[src/rtl/tx_pkg.sv]
// Shared types, symbol mapping, saturation and the reference RRC coefficient table
// for the dual-channel IQ pulse shaper.
package tx_pkg;

  typedef enum logic [1:0] {
    ZERO = 2'b00,
    POS  = 2'b01,
    NEG  = 2'b11
  } level_t;

  typedef enum logic {
    MODE_BPSK = 1'b0,
    MODE_QPSK = 1'b1
  } mode_t;

  typedef struct packed {
    level_t i;
    level_t q;
  } lvl_pair_t;

  localparam int SAT_W     = 64;
  localparam int RRC_TAPS  = 33;
  localparam int RRC_WIDTH = 16;

  // Rolloff 0.5, 4 samples/symbol, 8-symbol span, peak scaled to 2^15-1.
  localparam logic signed [15:0] RRC_COEFFS [RRC_TAPS] = '{
    -16'sd291, -16'sd110,  16'sd309,  16'sd474,  16'sd87,   -16'sd474, -16'sd433,
     16'sd446,  16'sd1224, 16'sd446, -16'sd2163, -16'sd4522, -16'sd3059, 16'sd4522,
     16'sd16681, 16'sd28093, 16'sd32767, 16'sd28093, 16'sd16681, 16'sd4522, -16'sd3059,
    -16'sd4522, -16'sd2163, 16'sd446,  16'sd1224, 16'sd446, -16'sd433, -16'sd474,
     16'sd87,    16'sd474,  16'sd309, -16'sd110, -16'sd291
  };

  function automatic lvl_pair_t map_sym(input mode_t mode, input logic [1:0] bits);
    lvl_pair_t p;
    if (mode == MODE_QPSK) begin
      p.i = bits[1] ? NEG : POS;
      p.q = bits[0] ? NEG : POS;
    end else begin
      p.i = bits[0] ? NEG : POS;
      p.q = ZERO;
    end
    return p;
  endfunction

  function automatic logic signed [SAT_W-1:0] sat(input logic signed [SAT_W-1:0] acc,
                                                  input int width);
    logic signed [SAT_W-1:0] hi;
    logic signed [SAT_W-1:0] lo;
    hi = (64'sd1 <<< (width - 1)) - 64'sd1;
    lo = -(64'sd1 <<< (width - 1));
    if (acc > hi) return hi;
    else if (acc < lo) return lo;
    else return acc;
  endfunction

endpackage

[src/rtl/tx_coeff_rom.sv]
// Combinational coefficient table shared by the I and Q shapers; taps are packed
// little-end first (tap k at bits [k*COEFF_WIDTH +: COEFF_WIDTH]).
module tx_coeff_rom
  import tx_pkg::*;
#(
  parameter int N           = 33,
  parameter int COEFF_WIDTH = 16,
  parameter int COEFF_SET   = 0
) (
  output logic [N*COEFF_WIDTH-1:0] coeffs
);

  localparam int CENTER     = (N - 1) / 2;
  localparam int RRC_CENTER = (RRC_TAPS - 1) / 2;
  localparam logic [COEFF_WIDTH-1:0] MAX_C = {1'b0, {(COEFF_WIDTH-1){1'b1}}};

  genvar gi;
  generate
    for (gi = 0; gi < N; gi++) begin : g_tap
      localparam int SRC = gi - CENTER + RRC_CENTER;
      if (COEFF_SET == 1) begin : g_test
        assign coeffs[gi*COEFF_WIDTH +: COEFF_WIDTH] = MAX_C;
      end else if (SRC >= 0 && SRC < RRC_TAPS) begin : g_rrc
        // Other tap counts/widths reuse the centre of the reference table, rescaled.
        localparam logic signed [31:0] BASE = {{16{RRC_COEFFS[SRC][15]}}, RRC_COEFFS[SRC]};
        if (COEFF_WIDTH >= RRC_WIDTH) begin : g_up
          assign coeffs[gi*COEFF_WIDTH +: COEFF_WIDTH] =
            COEFF_WIDTH'(BASE <<< (COEFF_WIDTH - RRC_WIDTH));
        end else begin : g_dn
          assign coeffs[gi*COEFF_WIDTH +: COEFF_WIDTH] =
            COEFF_WIDTH'(BASE >>> (RRC_WIDTH - COEFF_WIDTH));
        end
      end else begin : g_zero
        assign coeffs[gi*COEFF_WIDTH +: COEFF_WIDTH] = '0;
      end
    end
  endgenerate

endmodule

[src/rtl/tx_iq_pulse_shaper.sv]
// Symbol FIFO, per-symbol BPSK/QPSK mapping, zero-stuffing by SPS and twin
// multiplier-free N-tap FIR shapers producing one saturated I/Q pair per clock.
module tx_iq_pulse_shaper
  import tx_pkg::*;
#(
  parameter int N           = 33,
  parameter int DATA_WIDTH  = 16,
  parameter int COEFF_WIDTH = 16,
  parameter int SPS         = 4,
  parameter int FIFO_DEPTH  = 8,
  parameter int SHIFT       = 15,
  parameter int COEFF_SET   = 0
) (
  input  logic                         clk,
  input  logic                         reset,
  input  logic [1:0]                   trans_in,
  input  logic                         mode_in,
  input  logic                         sym_valid,
  output logic                         sym_ready,
  output logic signed [DATA_WIDTH-1:0] out_i,
  output logic signed [DATA_WIDTH-1:0] out_q,
  output logic                         out_valid,
  output logic                         sym_strobe,
  output logic                         underrun
);

  localparam int ACC_W = COEFF_WIDTH + $clog2(N) + 1;
  localparam int PTR_W = $clog2(FIFO_DEPTH);
  localparam int PH_W  = $clog2(SPS);

  logic [2:0]         r_mem [FIFO_DEPTH];
  logic [PTR_W-1:0]   r_wr_ptr, r_rd_ptr;
  logic [PTR_W:0]     r_count;
  logic [PH_W-1:0]    r_phase;
  logic               r_seen;
  logic [1:0]         r_strb;
  level_t             r_lvl_i, r_lvl_q;
  level_t             r_tap_i [N];
  level_t             r_tap_q [N];

  logic               w_full, w_empty, w_push, w_pop, w_phase0;
  logic [2:0]         w_rd_entry;
  lvl_pair_t          w_pair;
  logic [N*COEFF_WIDTH-1:0] w_coeffs;
  logic signed [ACC_W-1:0]  w_term_i [N];
  logic signed [ACC_W-1:0]  w_term_q [N];
  logic signed [ACC_W-1:0]  w_acc_i, w_acc_q, w_sh_i, w_sh_q;

  assign w_full     = (r_count == (PTR_W+1)'(FIFO_DEPTH));
  assign w_empty    = (r_count == '0);
  assign w_phase0   = (r_phase == '0);
  assign w_push     = sym_valid && !w_full;
  assign w_pop      = w_phase0 && !w_empty;
  assign sym_ready  = !w_full;
  assign w_rd_entry = r_mem[r_rd_ptr];
  assign w_pair     = map_sym(mode_t'(w_rd_entry[2]), w_rd_entry[1:0]);

  always_ff @(posedge clk) begin
    if (reset && w_push) r_mem[r_wr_ptr] <= {mode_in, trans_in};
  end

  always_ff @(posedge clk) begin
    if (!reset) begin
      r_wr_ptr   <= '0;
      r_rd_ptr   <= '0;
      r_count    <= '0;
      r_phase    <= '0;
      r_seen     <= 1'b0;
      r_strb     <= 2'b00;
      r_lvl_i    <= ZERO;
      r_lvl_q    <= ZERO;
      underrun   <= 1'b0;
      out_valid  <= 1'b0;
      sym_strobe <= 1'b0;
    end else begin
      if (w_push) begin
        r_wr_ptr <= r_wr_ptr + 1'b1;
        r_seen   <= 1'b1;
      end
      if (w_pop) r_rd_ptr <= r_rd_ptr + 1'b1;
      case ({w_push, w_pop})
        2'b10:   r_count <= r_count + 1'b1;
        2'b01:   r_count <= r_count - 1'b1;
        default: r_count <= r_count;
      endcase
      r_phase <= (r_phase == PH_W'(SPS - 1)) ? '0 : r_phase + 1'b1;
      // Non-zero levels only at a phase-0 pop; every other slot is zero-stuffed.
      r_lvl_i <= w_pop ? w_pair.i : ZERO;
      r_lvl_q <= w_pop ? w_pair.q : ZERO;
      if (w_phase0 && w_empty && r_seen) underrun <= 1'b1;
      r_strb     <= {r_strb[0], w_phase0};
      sym_strobe <= r_strb[1];
      out_valid  <= 1'b1;
    end
  end

  always_ff @(posedge clk) begin
    if (!reset) begin
      for (int k = 0; k < N; k++) begin
        r_tap_i[k] <= ZERO;
        r_tap_q[k] <= ZERO;
      end
    end else begin
      r_tap_i[0] <= r_lvl_i;
      r_tap_q[0] <= r_lvl_q;
      for (int k = 1; k < N; k++) begin
        r_tap_i[k] <= r_tap_i[k-1];
        r_tap_q[k] <= r_tap_q[k-1];
      end
    end
  end

  tx_coeff_rom #(
    .N           (N),
    .COEFF_WIDTH (COEFF_WIDTH),
    .COEFF_SET   (COEFF_SET)
  ) u_rom (
    .coeffs (w_coeffs)
  );

  genvar gi;
  generate
    for (gi = 0; gi < N; gi++) begin : g_term
      logic signed [ACC_W-1:0] w_c;
      assign w_c = {{(ACC_W-COEFF_WIDTH){w_coeffs[gi*COEFF_WIDTH+COEFF_WIDTH-1]}},
                    w_coeffs[gi*COEFF_WIDTH +: COEFF_WIDTH]};
      assign w_term_i[gi] = (r_tap_i[gi] == POS) ? w_c : (r_tap_i[gi] == NEG) ? -w_c : '0;
      assign w_term_q[gi] = (r_tap_q[gi] == POS) ? w_c : (r_tap_q[gi] == NEG) ? -w_c : '0;
    end
  endgenerate

  always_comb begin
    w_acc_i = '0;
    w_acc_q = '0;
    for (int k = 0; k < N; k++) begin
      w_acc_i = w_acc_i + w_term_i[k];
      w_acc_q = w_acc_q + w_term_q[k];
    end
  end

  assign w_sh_i = w_acc_i >>> SHIFT;
  assign w_sh_q = w_acc_q >>> SHIFT;

  always_ff @(posedge clk) begin
    if (!reset) begin
      out_i <= '0;
      out_q <= '0;
    end else begin
      out_i <= DATA_WIDTH'(sat({{(SAT_W-ACC_W){w_sh_i[ACC_W-1]}}, w_sh_i}, DATA_WIDTH));
      out_q <= DATA_WIDTH'(sat({{(SAT_W-ACC_W){w_sh_q[ACC_W-1]}}, w_sh_q}, DATA_WIDTH));
    end
  end

endmodule
[config.mk]
export PLATFORM = sky130hd
export DESIGN_NAME = tx_iq_pulse_shaper
export DESIGN_NICKNAME = d
export VERILOG_FILES = /design/src/rtl/tx_pkg.sv /design/src/rtl/tx_coeff_rom.sv /design/src/rtl/tx_iq_pulse_shaper.sv
export SDC_FILE = /design/constraint.sdc
export NUM_CORES = 1
export LEC_CHECK = 0
export CORE_ASPECT_RATIO = 1.4
export CORE_MARGIN = 3
export CORE_UTILIZATION = 56
export CTS_CLUSTER_DIAMETER = 80
export DETAILED_ROUTE_END_ITERATION = 16
export PLACE_DENSITY = 0.76
export REMOVE_ABC_BUFFERS = 1
export SLEW_MARGIN = 15
export SYNTH_ARGS = -nofsm -noshare
export SYNTH_HDL_FRONTEND = slang
export SYNTH_SLANG_ARGS = --single-unit
[constraint.sdc]
create_clock -name clk -period 18.05 [get_ports clk]
set_input_delay 1.805 -clock clk [delete_from_list [all_inputs] [get_ports clk]]
set_output_delay 1.805 -clock clk [all_outputs]
set_load 0.005 [all_outputs]
Word level (Yosys, flattened, before mapping) --
Memory sizes are Yosys's and may differ from the RTL's. A register that Yosys moved wholly into a read port is not among the register bits. Cells that the tools add are included.
Word-level totals: bits in registers 54, RAM bits 156, output and inout bits 36, logic and storage cells 521, memories kept 3
Memories:
- r_tap_i | depth 33, bits a word 2, read ports 33, clocked after memory_dff 0, wr ports 33, line tx_iq_pulse_shaper.sv:38 | level_t r_tap_i [N];
- r_tap_q | depth 33, bits a word 2, read ports 33, clocked after memory_dff 0, wr ports 33, line tx_iq_pulse_shaper.sv:39 | level_t r_tap_q [N];
- r_mem | depth 8, bits a word 3, read ports 1, clocked after memory_dff 1, wr ports 1, line tx_iq_pulse_shaper.sv:31 | logic [2:0] r_mem [FIFO_DEPTH];
Cells by class: add/subtract/negate cells 69, magnitude comparators 4, equality and inequality tests 136, mux-type cells 212, bitwise operators 67, reductions and logical operators 15
Operator list (number):
- two-way mux 23 bit | 104
- adder 23 bit | 64
- equality test 2 bit, second input constant | 68
- two-way mux 2 bit | 68
- equality test 2 x 1 -> 1 bit, second input constant | 67
- two-way mux 9 bit | 12
- two-way mux 12 bit | 8
- OR 1 bit | 66
- two-way mux 13 bit | 4
- greater-than comparator 8 x 16 -> 1 bit, second input constant | 2
- less-than comparator 8 x 16 -> 1 bit, second input constant | 2
- two-way mux 16 bit | 2
- two-way mux 15 bit | 2
- two-way mux 7 bit | 4
- case mux 4 bit (2 select lines) | 1
- adder 3 x 1 -> 3 bit, second input constant | 2
- two-way mux 3 bit | 2
- OR reduction 2 bit | 3
- logical AND 1 bit | 5
- adder 4 x 1 -> 4 bit, second input constant | 1
- equality test 4 bit, second input constant | 1
- logical NOT 4 bit | 1
- two-way mux 1 bit | 4
- two-way mux 4 bit | 1
- 8 further kinds | 9

Longest topological paths before layout --
An unclocked memory read counts as a cell.
depth in word-level cells 39, mapped depth 25, depth with buffers taken out 25

Hierarchy --
Synthesis repeated with hierarchy kept, for this count alone.
Unflattened totals: cells, all modules 8252, area, all modules 69714.4 um^2
Modules (own cells, without submodules):
- tx_iq_pulse_shaper | instances 1, cells an instance 7722, area an instance 65743.1 um^2, seq. area each 4224.1 um^2
- tx_coeff_rom | instances 1, cells an instance 530, area an instance 3971.3 um^2, seq. area each 0.0 um^2

Worst setup path before layout --
No wires, ideal clock.
path kind register -> register, from memory r_tap_q[0][0] in the netlist's numbering, to register out_q[13], arrival time 6.539 ns, slack 11.387 ns, cell stages (with the launch flop) 21, path buffers 0, period minus slack after synthesis 6.663 ns, path through dfxtp_1 -> nor2b_1 -> fa_1 -> fa_1 -> fa_1 -> inv_1 -> fa_1 -> inv_1 -> fa_1 -> inv_1 -> fa_1 -> inv_1 -> fa_1 -> fa_1 -> ha_1 -> a21oi_2 -> o221ai_2 -> or3_1 -> a21oi_2 -> o21bai_2 -> mux2_1
RTL lines:
- from (decl) | line tx_iq_pulse_shaper.sv:39
- to (signal assigned) | line tx_iq_pulse_shaper.sv:150 | out_q <= DATA_WIDTH'(sat({{(SAT_W-ACC_W){w_sh_q[ACC_W-1]}}, w_sh_q}, DATA_WIDTH));
- to (decl) | line tx_iq_pulse_shaper.sv:21 | output logic signed [DATA_WIDTH-1:0] out_q,

==> results.sh <==
export IMPL_status="completed"
export IMPL_syn_cell_area_um2=26060
export IMPL_drt_iter0_drc=660
export IMPL_via_per_inst=5.095
export IMPL_port_buffers=41
export IMPL_min_period_ns=7.315
export IMPL_maxCapViolations=0
export IMPL_fmax_mhz=136.7
export IMPL_die_y_um=261.2
export IMPL_synth_edf_count=24
export IMPL_grt_pass1_vias=18630
export IMPL_dp_cells=2936
export IMPL_ios=42
export IMPL_ys_flop_type="dfxtp_1"
export IMPL_vias=15120
export IMPL_clock_sinks=199
export IMPL_synth_area_leader_cell="fa_1"
export IMPL_yosysSeqAreaShare=0.1621
export IMPL_combinationalPowerShare=0.213
export IMPL_avgSynthCellArea_um2=11.13
export IMPL_yosysMostFrequentCell="inv_1"
export IMPL_synthTopCellsByArea="fa_1 56%, dfxtp_1 13%, inv_1 11%, ha_1 4.3%, and2_1 3.0%"
export IMPL_antenna_found_initial=0
export IMPL_power_frac_clock=0.374
export IMPL_syn2layout_area_growth_pct=6.016
export IMPL_critPathTopFamily="adder cells"
export IMPL_drcViolationCount=0
export IMPL_fillCellCount=3599
export IMPL_synth_distinct_cells=56
export IMPL_hold_class="reg2reg"
export IMPL_reg2reg_to="out_q[13]"
export IMPL_postCtsSetupBuffers=0
export IMPL_cts_clk_slew_worst_paths_ns=0.10
export IMPL_skew_ns=0.02282
export IMPL_num_antenna_cells=0
export IMPL_utilization=0.6076
export IMPL_crit_fanout=6
export IMPL_async_flop_share=0
export IMPL_ys_ff_latch=199
export IMPL_leakagePower_uw=0.01469
export IMPL_internal_power_uw=777.4
export IMPL_drive_above_1_share=0.02630
export IMPL_worst_path_max_delay_cell="fa_1"
export IMPL_setup_tns_ns=0
export IMPL_path_cells="nor2b_1, fa_1, fa_1, inv_1, fa_1, fa_1, inv_1, fa_1, inv_1, fa_1, fa_1, inv_1, fa_1, ha_1, a21oi_1, o21bai_1, or3_1, a21oi_2, o21bai_2, mux2_1"
export IMPL_timing_hold_violations_final=0
export IMPL_synthCells=2341
export IMPL_crit_type="reg2reg"
export IMPL_routed_wl_mm=56.69
export IMPL_critPathMaxStageDelay_ns=0.68
export IMPL_cp_start_kind="flop"
export IMPL_grt_max_degree=69
export IMPL_drt_antenna_violating_nets=0
export IMPL_finalSetupViolations=0
export IMPL_r2r_start="r_tap_q[10][0]"
export IMPL_drt_pass1_iterations=8
export IMPL_rrSetupSlack_ns=10.74
export IMPL_power_density_nw_per_um2=42.35
export IMPL_crit_top_cell="fa_1"
export IMPL_grt_overflow_total=0
export IMPL_tritoncts="done"
export IMPL_end_kind="flop"
export IMPL_coreArea_um2=45470
export IMPL_switching_share=0.3355
export IMPL_p_total_uw=1170
export IMPL_num_rows=92
export IMPL_cts_max_level=4
export IMPL_hold_path_cell_count=1
export IMPL_finalCritPeriodShare=0.4052
export IMPL_reg2regPathDepth=20
export IMPL_ys_warn_count=0
export IMPL_grt_use_total=0.2554
export IMPL_nNetsFinal=3166
export IMPL_clk_path_buf_depth=2
export IMPL_min_to="sym_strobe"
export IMPL_required_ns=18.44
export IMPL_worst_pin_slew_ns=0.8436
export IMPL_dp_hpwl_mm=50.53
export IMPL_routabilityCongestion=0.9471
export IMPL_cts_buffers_inserted=17
export IMPL_die_area_um2=49190
export IMPL_grt_pass1_wl_mm=94.94
export IMPL_slew_headroom=0.4368
export IMPL_fp_dieW_um=188.3
export IMPL_seq_power_share=0.413
export IMPL_rsz0062_at_grt="no"
export IMPL_hold_buffers=0
export IMPL_hp_start="r_strb[1]"
export IMPL_finalNonFillerCells=2968
export IMPL_arrival_ns=7.70
export IMPL_cts_resized=0
export IMPL_p_sw_uw=392.5
export IMPL_ys_top_cells_by_count="767 x inv_1, 727 x fa_1, 175 x dfxtp_1, 124 x and2_1, 95 x nor2_1"
export IMPL_start_util=0.5731
export IMPL_maxSlewViolCount=0
export IMPL_worst_path_buf_inv=4
export IMPL_ir_drop_uv=55.14
export IMPL_wl_per_cell_um=19.10
export IMPL_yosysTopAreaCellShare=0.5585
export IMPL_clkLatencyLatePin_ns=0.50
export IMPL_cts_root_buf="clkbuf_16"
[power groups by stage]
stage / Clock [uW] / Combinational [uW] / Sequential (uW)
detailed placement: 0 / 251 / 493
finish: 438 / 249 / 483
global route: 462 / 285 / 486
CTS: 446 / 254 / 483
floorplan: 0 / 174 / 489
global placement: 0 / 240 / 492
[worst max-delay path by stage]
stage,startpoint,endpoint,slack (ns),depth (start not counted)
after floorplan,r_tap_q[0][0],out_q[13],11.38,20
after global placement,r_tap_q[11][0],out_q[15],10.93,21
after detailed placement,r_tap_q[10][0],out_q[13],10.75,20
after CTS,r_tap_q[10][0],out_q[15],10.73,20
after global routing,r_tap_q[10][0],out_q[15],10.45,20
final,r_tap_q[10][0],out_q[13],10.74,20
[metrics by stage]
stage	hold slack, ns	setup WS, ns	instance area (um^2)
after CTS	0.4422	10.73	27630
after global routing	0.4784	10.45	27630
after global placement	0.4137	10.93	26970
final	0.4400	10.74	27630
after detailed placement	0.4191	10.75	26970
after floorplan	0.4118	11.38	25780
[cells by family (layout without fill, tap and decap cells)]
| logic type | after synthesis | after routing | share of synthesized area |
|---|---|---|---|
| AO/OA/AOI/OAI | 90 | 90 | 0.02478 |
| XOR/XNOR | 24 | 24 | 0.008067 |
| adder cells (fa/ha/maj) | 816 | 816 | 0.6013 |
| buffers and inverters | 827 | 843 | 0.1212 |
| flip-flops | 199 | 199 | 0.1621 |
| multiplexers | 16 | 16 | 0.009123 |
| AND/OR/NAND/NOR | 369 | 369 | 0.07342 |
[layout make-up]
class	instances	area [um^2]	share of cell area
multi-input cells	1315	18670	0.6760
flip-flops and latches	199	4224	0.1529
inverters	768	2883	0.1044
well taps	611	764.5	0.02767
clock buffers	17	425.4	0.01540
repair buffers	43	422.9	0.01531
clock inverters	15	231.5	0.008379
[worst reg2reg max path: stages, from the launching register on]
cell and delay (ns):
dfxtp_1 0.41, nor2b_1 0.43, fa_1 0.68, fa_1 0.68, inv_1 0.12, fa_1 0.56, fa_1 0.53, inv_1 0.06
fa_1 0.59, inv_1 0.07, fa_1 0.49, fa_1 0.51, inv_1 0.05, fa_1 0.45, ha_1 0.34, a21oi_1 0.19
o21bai_1 0.11, or3_1 0.33, a21oi_2 0.19, o21bai_2 0.09, mux2_1 0.32
[state kept, by name, indices dropped and copies added (netlist names), 2 cells and up, named ones only]
register,count
r_wr_ptr,3
r_mem,24
r_strb,2
r_tap_i,66
r_rd_ptr,3
r_lvl_i,2
r_lvl_q,2
r_count,4
r_phase,2
out_q,9
r_tap_q,66
out_i,9
[layer usage]
metal  track usage  vias to the layer above  wire length [um]
met1        0.2555                     7941             17950
met2        0.4931                      387             32590
met3       0.02986                      228              1498
met5             0                        -                 0
li1              -                     6566                 -
met4        0.1730                        0              4651
[placed cells by master, fill, tap and decap left out, drive strengths merged, types with 7 or more instances in the layout]
cell type and count:
xnor2 12, fa 727, nor3 7, a21o 13, o21ai 10, a31o 9, nand3 8, mux2i 8
a21oi 27, and2 125, nand2b 38, clkbuf 17, xor2 12, dfxtp 175, nor2b 18, edfxtp 24
inv 780, ha 89, nand2 61, nor2 95, clkdlybuf4s50 40
No activity file was read; power rests on OpenSTA's default activity.
